$ cat config.mk
export PLATFORM = sky130hd
export DESIGN_NAME = spm_operand_loader_flat
export DESIGN_NICKNAME = d
export VERILOG_FILES = /design/src/rtl/spm_operand_loader_if.sv /design/src/rtl/spm_operand_loader.sv /design/src/flat_wrapper.sv
export SDC_FILE = /design/constraint.sdc
export NUM_CORES = 1
export LEC_CHECK = 0
export CORE_MARGIN = 5
export CORE_UTILIZATION = 35
export DETAILED_ROUTE_END_ITERATION = 6
export GPL_TIMING_DRIVEN = 0
export PLACE_DENSITY = 0.52
export REMOVE_ABC_BUFFERS = 1
export SYNTH_ARGS = -nofsm -noshare
export SYNTH_HDL_FRONTEND = slang
export SYNTH_SLANG_ARGS = --single-unit
$ cat constraint.sdc
create_clock -name clk -period 1.9 [get_ports clk]
set_input_delay 0.38 -clock clk [delete_from_list [all_inputs] [get_ports clk]]
set_output_delay 0.38 -clock clk [all_outputs]
set_load 0.05 [all_outputs]
$ cat src/rtl/spm_operand_loader_if.sv
// Byte stream in, operand pair plus start/done handshake out to the serial multiplier.
interface spm_operand_loader_if;
   logic [7:0] in_data;
   logic       in_valid;
   logic       in_ready;
   logic [7:0] mul_x;
   logic [7:0] mul_y;
   logic       mul_start;
   logic       mul_done;

   modport slave (
      input  in_data, in_valid, mul_done,
      output in_ready, mul_x, mul_y, mul_start
   );

   modport master (
      output in_data, in_valid, mul_done,
      input  in_ready, mul_x, mul_y, mul_start
   );
endinterface

$ cat src/rtl/spm_operand_loader.sv
// Pairs an x/y byte stream into a small FIFO and feeds one pair at a time to a
// serial multiplier, waiting for a fresh done level or timing out.
module spm_operand_loader #(
   parameter int FIFO_DEPTH = 2,
   parameter int MAX_WAIT   = 24
) (
   input  logic                 clk,
   input  logic                 rst,
   spm_operand_loader_if.slave  bus,
   output logic                 busy,
   output logic                 op_done,
   output logic                 timeout,
   output logic [2:0]           fifo_count
);
   localparam int PW = (FIFO_DEPTH > 2) ? 2 : 1;
   localparam int WW = (MAX_WAIT > 1) ? $clog2(MAX_WAIT) : 1;

   typedef enum logic [1:0] {IDLE, START, WAIT_DONE} state_t;

   state_t                          state_q, state_d;
   logic                            phase_q, phase_d;
   logic [7:0]                      x_hold_q, x_hold_d;
   logic [FIFO_DEPTH-1:0][15:0]     mem_q, mem_d;
   logic [PW-1:0]                   wr_ptr_q, wr_ptr_d, rd_ptr_q, rd_ptr_d;
   logic [2:0]                      count_q, count_d;
   logic [7:0]                      mul_x_q, mul_x_d, mul_y_q, mul_y_d;
   logic                            mul_start_q, mul_start_d;
   logic                            op_done_q, op_done_d;
   logic                            timeout_q, timeout_d;
   logic                            low_seen_q, low_seen_d;
   logic [WW-1:0]                   wait_q, wait_d;
   logic                            accept, push, pop;

   // Ready looks only at registered state so a same-cycle pop never widens it.
   assign bus.in_ready  = !phase_q || (count_q < 3'(FIFO_DEPTH));
   assign accept        = bus.in_valid && bus.in_ready;
   assign push          = accept && phase_q;

   assign bus.mul_x     = mul_x_q;
   assign bus.mul_y     = mul_y_q;
   assign bus.mul_start = mul_start_q;
   assign busy          = (state_q != IDLE);
   assign op_done       = op_done_q;
   assign timeout       = timeout_q;
   assign fifo_count    = count_q;

   always_comb begin
      phase_d  = accept ? !phase_q : phase_q;
      x_hold_d = (accept && !phase_q) ? bus.in_data : x_hold_q;
      mem_d    = mem_q;
      wr_ptr_d = wr_ptr_q;
      if (push) begin
         mem_d[wr_ptr_q] = {x_hold_q, bus.in_data};
         wr_ptr_d = (wr_ptr_q == PW'(FIFO_DEPTH - 1)) ? '0 : wr_ptr_q + 1'b1;
      end
      rd_ptr_d = rd_ptr_q;
      if (pop)
         rd_ptr_d = (rd_ptr_q == PW'(FIFO_DEPTH - 1)) ? '0 : rd_ptr_q + 1'b1;
      count_d = count_q;
      case ({push, pop})
         2'b10:   count_d = count_q + 3'd1;
         2'b01:   count_d = count_q - 3'd1;
         default: count_d = count_q;
      endcase
   end

   always_comb begin
      state_d     = state_q;
      mul_x_d     = mul_x_q;
      mul_y_d     = mul_y_q;
      mul_start_d = 1'b0;
      op_done_d   = 1'b0;
      timeout_d   = 1'b0;
      low_seen_d  = low_seen_q;
      wait_d      = wait_q;
      pop         = 1'b0;
      case (state_q)
         IDLE: if (count_q != 3'd0) state_d = START;
         START: begin
            if (count_q != 3'd0) begin
               pop         = 1'b1;
               mul_x_d     = mem_q[rd_ptr_q][15:8];
               mul_y_d     = mem_q[rd_ptr_q][7:0];
               mul_start_d = 1'b1;
            end
            low_seen_d = 1'b0;
            wait_d     = '0;
            state_d    = WAIT_DONE;
         end
         WAIT_DONE: begin
            if (!bus.mul_done) low_seen_d = 1'b1;
            // A done level still high from the previous op must not count.
            if (low_seen_q && bus.mul_done) begin
               op_done_d = 1'b1;
               state_d   = IDLE;
            end else if (wait_q == WW'(MAX_WAIT - 1)) begin
               timeout_d = 1'b1;
               state_d   = IDLE;
            end else begin
               wait_d = wait_q + 1'b1;
            end
         end
         default: state_d = IDLE;
      endcase
   end

   always_ff @(posedge clk or negedge rst) begin
      if (!rst) begin
         state_q     <= IDLE;
         phase_q     <= 1'b0;
         x_hold_q    <= '0;
         mem_q       <= '0;
         wr_ptr_q    <= '0;
         rd_ptr_q    <= '0;
         count_q     <= '0;
         mul_x_q     <= '0;
         mul_y_q     <= '0;
         mul_start_q <= 1'b0;
         op_done_q   <= 1'b0;
         timeout_q   <= 1'b0;
         low_seen_q  <= 1'b0;
         wait_q      <= '0;
      end else begin
         state_q     <= state_d;
         phase_q     <= phase_d;
         x_hold_q    <= x_hold_d;
         mem_q       <= mem_d;
         wr_ptr_q    <= wr_ptr_d;
         rd_ptr_q    <= rd_ptr_d;
         count_q     <= count_d;
         mul_x_q     <= mul_x_d;
         mul_y_q     <= mul_y_d;
         mul_start_q <= mul_start_d;
         op_done_q   <= op_done_d;
         timeout_q   <= timeout_d;
         low_seen_q  <= low_seen_d;
         wait_q      <= wait_d;
      end
   end
endmodule
$ cat src/flat_wrapper.sv
// flat-port wrapper written by rule: the top's interface ports become plain ports
module spm_operand_loader_flat 
#(
   parameter int FIFO_DEPTH = 2,
   parameter int MAX_WAIT   = 24
)
  (clk, rst, busy, op_done, timeout, fifo_count, bus_in_data, bus_in_valid, bus_mul_done, bus_in_ready, bus_mul_x, bus_mul_y, bus_mul_start);
  spm_operand_loader_if bus_i ();
  input  logic clk;
  input  logic rst;
  output logic busy;
  output logic op_done;
  output logic timeout;
  output logic [2:0] fifo_count;
  input wire logic [$bits(bus_i.in_data)-1:0] bus_in_data;
  input wire logic [$bits(bus_i.in_valid)-1:0] bus_in_valid;
  input wire logic [$bits(bus_i.mul_done)-1:0] bus_mul_done;
  output wire logic [$bits(bus_i.in_ready)-1:0] bus_in_ready;
  output wire logic [$bits(bus_i.mul_x)-1:0] bus_mul_x;
  output wire logic [$bits(bus_i.mul_y)-1:0] bus_mul_y;
  output wire logic [$bits(bus_i.mul_start)-1:0] bus_mul_start;
  assign bus_i.in_data = bus_in_data;
  assign bus_i.in_valid = bus_in_valid;
  assign bus_i.mul_done = bus_mul_done;
  assign bus_in_ready = bus_i.in_ready;
  assign bus_mul_x = bus_i.mul_x;
  assign bus_mul_y = bus_i.mul_y;
  assign bus_mul_start = bus_i.mul_start;
  spm_operand_loader #(.FIFO_DEPTH(FIFO_DEPTH), .MAX_WAIT(MAX_WAIT)) u_core (.clk(clk), .rst(rst), .bus(bus_i), .busy(busy), .op_done(op_done), .timeout(timeout), .fifo_count(fifo_count));
endmodule
After elaboration in Yosys (flattened, before gate mapping)
Cells that the tools add are included.

Add/subtract/negate cells: 5. $lt $le $gt $ge: 4. Equality and inequality tests: 10. Mux-type cells: 24. Reduce and logical (&&, ||, !) cells: 16.

Operators with widths (count): $mux W16 (3); $bwmux W32 (1); $demux W16 S1 (1); $mux W1 (10); $mux W5 (2); $pmux W5 S2 (1); $mux W2 (3); $ne A2 B2 Y1 const B (3); $pmux W2 S3 (1); $pmux W3 S2 (1); $reduce_and A2 Y1 (3); $reduce_bool A2 Y1 (3); $add A5 B1 Y5 const B (1); $eq A5 B5 Y1 const B (1); $logic_and A1 B1 Y1 (5); $eq A2 B1 Y1 const B (2); $eq A2 B2 Y1 const B (2); $lt A1 B2 Y1 const B (2); $add A3 B1 Y3 const B (1); $lt A3 B2 Y1 const B (1); $ne A3 B1 Y1 const B (1); $reduce_and A3 Y1 (1); $reduce_bool A3 Y1 (1); $sub A3 B1 Y3 const B (1); other kinds (7) (8).

Register bits after elaboration: 73. Logic and storage cells: 74.

Longest topological paths before layout
Depth after elaboration: 6. Depth in mapped cells: 11.

Worst setup path after synthesis
No wires, ideal clock.

Kind: reg-to-reg. From: reg u_core.count_q[0] (netlist: u_core.fifo_count[0]). To: reg u_core.count_q[2] (netlist: u_core.fifo_count[2]). Arrival: 2.166 ns. Data required time: 1.753 ns. Path slack: -0.414 ns. Stages on the path, launching flop included: 10. Buffers on the path: 1. Cell sequence: dfrtp_1 -> o31ai_2 -> clkbuf_1 -> inv_1 -> ha_1 -> inv_1 -> fa_1 -> xor2_1 -> nor2_1 -> xor2_1.

Elaborated cells between the ends (all ways): 13. Classes of those cells: add/sub: 2; order compare: 1; eq/ne: 2; mux: 3; reduce/logical: 5.

RTL lines: start: declaration (RTL line spm_operand_loader.sv:25) `logic [2:0] count_q, count_d;`; start signal: assignment (RTL line spm_operand_loader.sv:130) `count_q <= count_d;`; $reduce_bool A3 Y1 (*) (RTL line spm_operand_loader.sv:80) `if (count_q != 3'd0) begin`; $mux W1 (*) (2 in series); net u_core.mul_start_d (RTL line spm_operand_loader.sv:27) `logic mul_start_q, mul_start_d;`; $eq A2 B1 Y1 / $eq A2 B2 Y1 (equally long branches) (RTL line spm_operand_loader.sv:60) `case ({push, pop})`; $pmux W3 S2 / $reduce_bool A2 Y1 (equally long branches).

The timed path passes the listed nets; every way through them passes the cells marked *. A chain may end at the register's enable or synchronous reset.

Worst setup path after layout
From: reg u_core.mul_x_q[4] (netlist: u_core.bus.mul_x[4]). To: out bus_mul_x[4].

RTL lines: start: declaration (RTL line spm_operand_loader.sv:26) `logic [7:0] mul_x_q, mul_x_d, mul_y_q, mul_y_d;`; start signal: assignment (RTL line spm_operand_loader.sv:131) `mul_x_q <= mul_x_d;`; end: declaration (RTL line flat_wrapper.sv:19) `output wire logic [$bits(bus_i.mul_x)-1:0] bus_mul_x;`.

No word-level cell between the ends.

==> flow_summary.toml <==
[route]
vias = 1916
first_pass_iters = 4
wirelength_mm = 5.95
vias_per_cell = 4.84
drt_iter0_markers = 35
ant_nets = 0
wire_per_inst_um = 15.0
drc = 0

[die]
coreArea_um2 = 8810
dieHeight_um = 106
die_area_um2 = 11100
die_x_um = 106
ioPinCount = 36
rows = 34
initial_core_util_pct = 36.3

[clock_tree]
cts_root_buffer = "clkbuf_8"
cts_buffers = 9
clockBufferDepth = 2
cts_tree = "built"
htreeDepth = 3
clk_latency_ns = 0.33
clk_pin_slew_ns = 0.08
cts.sinks = 73

[pwr]
pwr_density_cell_nw_per_um2 = 1870
leakagePower_nw = 1.98
peakVddDrop_mv = 1.03

[setup_path]
worstPathRequired_ns = 1.52
crit_path_end_kind = "output pin"
worstReg2RegEnd = "u_core.fifo_count[2]$_DFFE_PN0P_"
crit_chain = "clkdlybuf4s50_1"
path_class = "register to output pin"
cpPeakStageDelay_ns = 0.80
cp-start-kind = "register"
cp_max_fo = 2
crit_slowest_cell = "clkdlybuf4s50_1"
r2r_cells = 9
reg2reg_setup_slack_ns = 0.07
worst-path-buf-inv = 1
crit_family = "buffers and inverters"
r2r-start = "u_core.fifo_count[1]$_DFFE_PN0P_"
cp.arrival_ns = 1.48

[placement]
placed_cells = 374
hpwl_mm = 3.77
place.gp.congestion = 0.716
dpl_cell_area_um2 = 3680
portBuffers = 35

[cells_and_area]
drive_gt1_share_pct = 26.7
stdcell_area_um2 = 3990
n_antenna_cell = 0
area_growth_pct = 24.8
final_cells = 396
fillers = 824
final_nets = 303
final_util_pct = 45.3

[sta]
worst_pin_slew_ns = 1.05
hold_viol = 0
max_slew_margin_pct = 29.9
post-route-period-util_pct = 97.8
fin_skew_ns = 0.0101
slew_viol_final = 0
rsz0062_at_grt = "false"
clock.fmax_mhz = 538
setup_viol = 0
min_period_ns = 1.86
hold_slack_ns = 0.460
setup_tns_ns = 0

[grt]
grt_pass1_vias = 1961
antenna_found_initial = 0
grt_usage_pct = 11.4
gr-total-overflow = 0
grt_max_degree = 43
grt_pass1_wl_mm = 10.0

[worst_hold_path]
worstHoldStart = "bus_in_valid"
holdCritPathClass = "input pin to register"
hold_depth = 3
worstHoldEndpoint = "u_core.phase_q$_DFFE_PN0N_"

[logic_synthesis]
synth_top_family_by_area = "multiplexers"
synthAdderAreaFrac_pct = 2.97
yosys.area.top_type = "dfrtp_1"
syn_area_per_cell_um2 = 13.5
synth_xor_area_share_pct = 1.37
synth_compound_area_share_pct = 5.63
yosys_register_bits = 73
synth_cell_type_count = 37
synth-simple-area-share_pct = 7.67
syn-cell-area_um2 = 3200
yosysTopAreaCellShare_pct = 57.1
synth-seq-area-share_pct = 57.1
synth.mux.area_fraction_pct = 22.1
synthCells = 237
synthTopCellsByArea = "dfrtp_1 (57%), mux2_4 (9.4%), mux2_2 (7.4%), mux2i_1 (5.3%), o21ai_0 (2.8%)"
yosys_warnings = 0

[flow_run]
cap_violations = 0

[status]
status = "complete, no violations"
[power by group]
part           internal (mW)  leakage [nW]  switching [mW]
clock network          0.768         0.106           0.544
logic                   1.57         0.978            1.78
registers               2.27         0.899           0.553
total                   4.60          1.98            2.87
[registers in the layout, summed over array words and instances, names as in the netlist]
signal                flops
u_core.phase_q            1
u_core.wait_q             5
u_core.x_hold_q           8
u_core.state_q            2
u_core.fifo_count         3
u_core.bus.mul_y          8
u_core.bus.mul_start      1
u_core.wr_ptr_q           1
u_core.low_seen_q         1
u_core.op_done            1
u_core.bus.mul_x          8
u_core.timeout            1
u_core.rd_ptr_q           1
u_core.mem_q             32
[worst max-delay path by stage]
| stage | start | to | slack, ns | depth (start not counted) |
|---|---|---|---|---|
| after global placement | rst | u_core.bus.mul_x[7]$_DFFE_PN0N_ | -2.19 | 1 |
| after floorplan | u_core.fifo_count[0]$_DFFE_PN0P_ | u_core.fifo_count[2]$_DFFE_PN0P_ | -0.99 | 8 |
| after global routing | u_core.bus.mul_x[4]$_DFFE_PN0N_ | bus_mul_x[4] | 0.003 | 1 |
| after CTS | u_core.state_q[1]$_DFFE_PN0P_ | u_core.fifo_count[2]$_DFFE_PN0P_ | 0.002 | 10 |
| final | u_core.bus.mul_x[4]$_DFFE_PN0N_ | bus_mul_x[4] | 0.04 | 1 |
| after detailed placement | bus_in_valid | u_core.fifo_count[2]$_DFFE_PN0P_ | -0.38 | 9 |
[layer usage]
metal	wire length [µm]	track usage, %	up-vias
met2	2680	17.5	33
met5	0	0	-
li1	-	-	921
met3	183	3.24	7
met4	77	4.16	0
met1	3010	15.5	955
[cells by family (layout without fill, tap and decap cells)]
logic type / Yosys count / after routing
AO/OA/AOI/OAI: 30 / 30
XOR/XNOR: 5 / 5
adder cells (fa/ha/maj): 7 / 7
buffers and inverters: 20 / 71
flip-flops: 73 / 73
multiplexers: 58 / 58
AND/OR/NAND/NOR: 44 / 44
[Yosys cell counts (all sizes together)]
cell and n:
o41ai 1, mux2i 17, or3 2, xor2 2
and3 3, nand4 1, nand2b 2, nor4b 1
dfrtp 73, nand4b 1, a31oi 1, nand3 2
nand2 24, nor2 4, o31ai 1, a21oi 2
ha 6, o21ai 19, o22ai 2, inv 12
nor2b 1, and4b 1, o311ai 4, mux2 41
xnor2 3, buf 5, clkbuf 3, and4bb 1
and2 1, fa 1
[per-stage QoR]
step	setup WS, ns	total power [mW]
3_3_place_gp	-2.19	5.99
5_1_grt	0.00251	7.98
3_5_place_dp	-0.385	6.16
4_1_cts	0.00198	7.55
6_report	0.0418	7.48
2_1_floorplan	-0.986	5.11
[cell type report]
| cell class | instances | area [µm²] | area share, % |
|---|---|---|---|
| timing repair buffer | 44 | 460 | 11.5 |
| clock buffer | 12 | 145 | 3.64 |
| sequential | 73 | 1830 | 45.8 |
| multi-input combinational | 144 | 1310 | 32.8 |
| tap | 108 | 135 | 3.39 |
| inverter | 12 | 47.5 | 1.19 |
| clock inverter | 3 | 65.1 | 1.63 |
[placed cells by master, fill, tap and decap left out, types with 3 or more instances in the layout]
cell	instances
and3_1	3
nand2_1	23
mux2_2	21
dlygate4sd2_1	8
mux2_4	20
dfrtp_1	71
xnor2_1	3
clkbuf_8	10
o21ai_0	17
buf_4	7
inv_1	9
clkdlybuf4s50_1	12
ha_1	4
dlymetal6s2s_1	12
mux2i_1	17
o311ai_0	4
nor2_1	3
[timing repair]
action / in CTS / in global routing
endpoints found under the hold margin: 31 / 0
pin swaps: 3 / 1
setup endpoints to repair: 12 / 16
buffers inserted: 5 / 1
hold buffers: 1 / 0
resized for setup: 20 / 19
Note: power is estimated with default switching activity, not from simulation.
